===== config.mk =====
export PLATFORM = sky130hd
export DESIGN_NAME = serial_adder_flat
export DESIGN_NICKNAME = d
export VERILOG_FILES = /design/src/rtl/serial_adder_pkg.sv /design/src/rtl/serial_adder_if.sv /design/src/rtl/serial_adder_full_adder_bit.sv /design/src/rtl/serial_adder.sv /design/src/flat_wrapper.sv
export SDC_FILE = /design/constraint.sdc
export NUM_CORES = 1
export LEC_CHECK = 0
export ABC_CLOCK_PERIOD_IN_PS = 1150
export BUFFER_PORTS_ARGS = -buffer_cell sky130_fd_sc_hd__buf_2
export CAP_MARGIN = 20
export CORE_MARGIN = 3
export CORE_UTILIZATION = 30
export CTS_BUF_LIST = sky130_fd_sc_hd__clkbuf_4
export DETAILED_ROUTE_END_ITERATION = 6
export GPL_TIMING_DRIVEN = 0
export MAX_ROUTING_LAYER = met4
export PLACE_DENSITY = 0.51
export SKIP_LAST_GASP = 1
export SLEW_MARGIN = 40
export SYNTH_ARGS = -nofsm -noshare
export SYNTH_HDL_FRONTEND = slang
export SYNTH_SLANG_ARGS = --single-unit

===== constraint.sdc =====
create_clock -name clk -period 1.15 [get_ports clk]
set_input_delay 0.0575 -clock clk [delete_from_list [all_inputs] [get_ports clk]]
set_output_delay 0.0575 -clock clk [all_outputs]
set_load 0.02 [all_outputs]

===== src/rtl/serial_adder_pkg.sv =====
// Shared types and constants for the bit-serial adder.
// Latency: n/a (declarations only).
// Backpressure: n/a.
package serial_adder_pkg;

    localparam int ADD_WIDTH = 8;

    // 2'd3 is unused; the FSM decodes it back to IDLE.
    typedef enum logic [1:0] {
        ST_IDLE = 2'd0,
        ST_RUN  = 2'd1,
        ST_DONE = 2'd2
    } state_t;

endpackage


===== src/rtl/serial_adder_if.sv =====
// Request/result bundle between a requester and the bit-serial adder.
// Latency: n/a (wires only).
// Backpressure: requester may only raise start while busy and done are both low.
// Ports: start/a/b from the requester; busy/done/sum/carry_out back from the adder.
interface serial_adder_if
    import serial_adder_pkg::*;
#(
    parameter int WIDTH = ADD_WIDTH
);
    logic             start;
    logic [WIDTH-1:0] a;
    logic [WIDTH-1:0] b;
    logic             busy;
    logic             done;
    logic [WIDTH-1:0] sum;
    logic             carry_out;

    modport master (
        output start, a, b,
        input  busy, done, sum, carry_out
    );

    modport slave (
        input  start, a, b,
        output busy, done, sum, carry_out
    );
endinterface


===== src/rtl/serial_adder_full_adder_bit.sv =====
// One-bit full adder built from two half adders and an OR on their carries.
// Latency: combinational.
// Backpressure: none.
// Ports: x, y, cin in; s, cout out.
module half_adder (
    input  logic x,
    input  logic y,
    output logic s,
    output logic c
);
    assign s = x ^ y;
    assign c = x & y;
endmodule

module full_adder_bit (
    input  logic x,
    input  logic y,
    input  logic cin,
    output logic s,
    output logic cout
);
    logic p;
    logic g0;
    logic g1;

    half_adder u_ha0 (.x(x),   .y(y),   .s(p), .c(g0));
    half_adder u_ha1 (.x(p),   .y(cin), .s(s), .c(g1));

    // The two carries can never both be set, so OR equals XOR here.
    assign cout = g0 | g1;
endmodule


===== src/rtl/serial_adder.sv =====
// Bit-serial WIDTH-bit adder: one bit per clock, LSB first, registered carry.
// Latency: done pulses WIDTH edges after the edge accepting start; next start at WIDTH+2.
// Backpressure: start is only sampled in IDLE; it is never queued.
// Ports: clk, rst_n (sync, active-low), bus (slave side of serial_adder_if).
module serial_adder
    import serial_adder_pkg::*;
#(
    parameter int WIDTH = ADD_WIDTH
) (
    input  logic           clk,
    input  logic           rst_n,
    serial_adder_if.slave  bus
);
    localparam int CW = (WIDTH > 1) ? $clog2(WIDTH) : 1;
    localparam logic [CW-1:0] LAST = CW'(WIDTH - 1);

    state_t           state;
    logic [WIDTH-1:0] sa;
    logic [WIDTH-1:0] sb;
    logic [WIDTH-1:0] acc;
    logic             c;
    logic [CW-1:0]    cnt;

    logic             fa_s;
    logic             fa_c;
    logic [WIDTH-1:0] acc_next;

    full_adder_bit u_fa (
        .x    (sa[0]),
        .y    (sb[0]),
        .cin  (c),
        .s    (fa_s),
        .cout (fa_c)
    );

    // New sum bit enters at the MSB; after WIDTH shifts bit 0 lines up with the LSB.
    // Written with shifts so it also holds for WIDTH == 1.
    assign acc_next = (acc >> 1) | (WIDTH'(fa_s) << (WIDTH - 1));

    always_ff @(posedge clk) begin
        if (!rst_n) begin
            state         <= ST_IDLE;
            sa            <= '0;
            sb            <= '0;
            acc           <= '0;
            c             <= 1'b0;
            cnt           <= '0;
            bus.busy      <= 1'b0;
            bus.done      <= 1'b0;
            bus.sum       <= '0;
            bus.carry_out <= 1'b0;
        end else begin
            case (state)
                ST_IDLE: begin
                    bus.done <= 1'b0;
                    if (bus.start) begin
                        sa       <= bus.a;
                        sb       <= bus.b;
                        c        <= 1'b0;
                        cnt      <= '0;
                        bus.busy <= 1'b1;
                        state    <= ST_RUN;
                    end
                end
                ST_RUN: begin
                    sa  <= sa >> 1;
                    sb  <= sb >> 1;
                    acc <= acc_next;
                    c   <= fa_c;
                    cnt <= cnt + 1'b1;
                    if (cnt == LAST) begin
                        bus.sum       <= acc_next;
                        bus.carry_out <= fa_c;
                        bus.busy      <= 1'b0;
                        bus.done      <= 1'b1;
                        state         <= ST_DONE;
                    end
                end
                ST_DONE: begin
                    bus.done <= 1'b0;
                    state    <= ST_IDLE;
                end
                default: begin
                    bus.busy <= 1'b0;
                    bus.done <= 1'b0;
                    state    <= ST_IDLE;
                end
            endcase
        end
    end
endmodule

===== src/flat_wrapper.sv =====
// flat-port wrapper written by rule: the top's interface ports become plain ports
module serial_adder_flat import serial_adder_pkg::*;
#(
    parameter int WIDTH = ADD_WIDTH
)
  (clk, rst_n, bus_start, bus_a, bus_b, bus_busy, bus_done, bus_sum, bus_carry_out);
  serial_adder_if #(.WIDTH(WIDTH)) bus_i ();
  input  logic clk;
  input  logic rst_n;
  input wire logic [$bits(bus_i.start)-1:0] bus_start;
  input wire logic [$bits(bus_i.a)-1:0] bus_a;
  input wire logic [$bits(bus_i.b)-1:0] bus_b;
  output wire logic [$bits(bus_i.busy)-1:0] bus_busy;
  output wire logic [$bits(bus_i.done)-1:0] bus_done;
  output wire logic [$bits(bus_i.sum)-1:0] bus_sum;
  output wire logic [$bits(bus_i.carry_out)-1:0] bus_carry_out;
  assign bus_i.start = bus_start;
  assign bus_i.a = bus_a;
  assign bus_i.b = bus_b;
  assign bus_busy = bus_i.busy;
  assign bus_done = bus_i.done;
  assign bus_sum = bus_i.sum;
  assign bus_carry_out = bus_i.carry_out;
  serial_adder #(.WIDTH(WIDTH)) u_core (.clk(clk), .rst_n(rst_n), .bus(bus_i));
endmodule

==> qor.yml <==
outcome: "finished, violations left"
violations: "negative setup slack"
r2r_slack_ns: -0.08
clkPwrFrac: 0.269
finalMaxSlewViolations: 0
firstDrtPassIters: 4
cp_cell_sequence: "ha_4 > ha_4 > nand3b_1 > buf_6 > nand2_2 > a21boi_1"
drtAntennaViolNets: 0
fin_ws_ns: -0.0794
netlist_area_um2: 1630
path_clk_slew_ns: 0.12
cp.arrival_ns: 1.51
die_w_um: 79.7
p_int_uw: 1860
die_h_um: 79.7
critPathTopFamily: "flip-flops"
critPathCaptureType: "flip-flop"
grt_overflow: 0
grtUsageTotal: 0.135
grt_pass1_wl_um: 6530
fin_crit_ns: 1.23
antenna_found_initial: 0
reg2reg_depth: 6
cellPowerDensity_nw_per_um2: 1130
p_sw_frac: 0.265
die_area_um2: 6360
dpl_cell_area_um2: 1860
drc: 0
slew_headroom: 0.712
initial_core_util: 0.315
insertedDiodeCount: 0
layout.nets: 266
cts_buffer_depth: 2
avgSynthCellArea_um2: 8.63
hp-class: "in2reg"
final_common_cell: "nand2_1"
cts_buffers: 5
ios: 30
cp.required_ns: 1.43
power_frac_seq: 0.590
crit_type: "reg2reg"
multi_input_area_um2: 832
coreArea_um2: 5170
syn_inst: 189
drive_above_1_share: 0.294
wl_per_cell_um: 12.0
critical_path_depth: 6
first_iter_violations: 37
vias: 1431
slowest_stage: "dfxtp_2"
cpMostUsedCell: "ha_4"
fin_skew_ns: 0.00803
final_cell_mix: "nand2_1 (45), dfxtp_1 (33), buf_2 (28), dlygate4sd3_1 (16), a31oi_1 (14)"
ys_ff_latch: 40
hold_violations: 0
vias_per_cell: 4.54
cts.sinks: 40
tightest_slew_ns: 0.432
grt_pass1_vias: 1389
p_leak_uw: 0.000881
combPwrFrac: 0.140
period_share: 1.07
r2r_start: "u_core.cnt[0]$_SDFFE_PN0P_"
final_area_um2: 2230
num_rows: 26
h-tree-depth: 2
worst_setup_path_start_kind: "flip-flop"
setup.worst_path.start: "u_core.cnt[0]$_SDFFE_PN0P_"
finalSetupViolations: 10
p_sw_uw: 669
seq_area_frac_synth: 0.491
critPathBufInv: 1
regArea_um2: 812
cts_tree: "done"
yosysWarnings: 0
fill_cells: 522
place_congestion: 0.707
fmax_mhz: 813
synthesis.nets: 211
peakVddDrop_uv: 764
dp_hpwl_um: 2460
path_max_fanout: 5
yosysUniqueCellTypes: 26
crit_path_end: "u_core.bus.sum[0]$_SDFFE_PN0P_"
port-buffer-count: 28
area_growth_pct: 36.5
whs_ns: 0.0354
critical_path.max_stage_delay_ns: 0.35
cts_root_buf: "clkbuf_4"
maxCapViolCount: 0
insertion_delay_ns: 0.34
r2r_end: "u_core.bus.sum[0]$_SDFFE_PN0P_"
grt_setup_unrepaired: "true"
routed_wirelength_um: 3790
grt_max_degree: 13
-- sequential cells by signal (all words and copies together), names as in the netlist --
name / count
u_core.state: 2
u_core.bus.sum: 8
u_core.acc: 7
u_core.bus.carry_out: 1
u_core.sb: 8
u_core.bus.busy: 1
u_core.bus.done: 1
u_core.sa: 8
u_core.cnt: 3
u_core.c: 1
-- power groups by stage --
stage	Combinational, uW	Sequential, uW	Clock [uW]
6_report	355	1490	680
5_1_grt	398	1500	777
4_1_cts	335	1490	721
3_5_place_dp	278	1520	0
3_3_place_gp	280	1520	0
2_1_floorplan	190	1510	0
-- cells by family after synthesis --
family,count (synthesis),share of synthesized area
simple gates,78,0.216
compound gates,54,0.215
flops,40,0.491
mux,1,0.00614
fa+ha+maj,3,0.0276
buf+inv,13,0.0437
-- tightest hold or removal path, cell delays in order --
cell	delay [ns]
buf_2	0.13
nand2b_1	0.10
a21oi_1	0.06
-- per-layer routing --
metal,up-vias,global-route usage,share of wire
met4,0,0.0464,0.011
met3,4,0.0316,0.040
met2,27,0.197,0.42
met1,639,0.182,0.53
met5,-,-,0
li1,761,-,-
-- cells in the mapped netlist --
cell type | number | area, um2
nand2_1 | 51 | 191
dfxtp_1 | 40 | 801
a21boi_0 | 15 | 113
a31oi_1 | 14 | 87.6
o21ai_0 | 14 | 70.1
nand3_1 | 9 | 45.0
nor2b_1 | 8 | 50.1
nand2b_1 | 6 | 37.5
a22oi_1 | 5 | 37.5
buf_4 | 5 | 37.5
clkbuf_1 | 4 | 15.0
a21oi_1 | 2 | 10.0
buf_2 | 2 | 10.0
ha_1 | 2 | 25.0
a21boi_1 | 1 | 7.51
and2b_1 | 1 | 7.51
and3_1 | 1 | 6.26
buf_1 | 1 | 3.75
clkbuf_2 | 1 | 5.00
fa_1 | 1 | 20.0
mux2i_1 | 1 | 10.0
nand3b_1 | 1 | 7.51
nor3b_1 | 1 | 7.51
o211a_1 | 1 | 10.0
o21a_1 | 1 | 7.51
o21bai_1 | 1 | 7.51
-- timing repair --
| item | 4_1_cts | 5_1_grt |
|---|---|---|
| hold endpoints to repair | 16 | 0 |
| gates cloned | 1 | 0 |
| endpoints found under the setup margin | 35 | 29 |
| buffers inserted | 3 | 0 |
| pin swaps | 17 | 3 |
| hold buffers | 16 | 0 |
| resized for setup | 27 | 16 |
-- final cells by class --
| type | count | share of cell area |
|---|---|---|
| Multi-Input combinational cell | 136 | 0.374 |
| Sequential cell | 40 | 0.365 |
| Timing Repair Buffer | 48 | 0.152 |
| Buffer | 13 | 0.0472 |
| Tap cell | 70 | 0.0393 |
| Clock buffer | 5 | 0.0169 |
| Clock inverter | 3 | 0.00618 |
-- how the worst min path moves through the flow --
stage	start	endpoint	slack (ns)	cells past startpoint
3_3_place_gp	bus_a[2]	u_core.sa[2]$_SDFFE_PN0P_	0.32	3
5_1_grt	bus_start	u_core.state[0]$_SDFFE_PN0P_	0.02	3
6_report	bus_start	u_core.state[0]$_SDFFE_PN0P_	0.04	3
4_1_cts	bus_start	u_core.state[0]$_SDFFE_PN0P_	0.006	3
2_1_floorplan	bus_b[1]	u_core.sb[1]$_SDFFE_PN0P_	0.21	2
3_5_place_dp	bus_a[2]	u_core.sa[2]$_SDFFE_PN0P_	0.33	3
-- through the flow --
| step | setup slack (ns) | cells | power, uW | util | setup TNS, ns |
|---|---|---|---|---|---|
| CTS | -0.0775 | 315 | 2550 | 0.420 | -0.645 |
| finish | -0.0794 | 315 | 2530 | 0.430 | -0.477 |
| detailed placement | -0.244 | 287 | 1800 | 0.360 | -3.45 |
| global route | -0.143 | 315 | 2670 | 0.430 | -1.72 |
| floorplan | 0.00126 | 189 | 1700 | - | 0 |
| global placement | -0.252 | 287 | 1800 | 0.360 | -3.54 |
No activity file was read; power rests on OpenSTA's default activity.
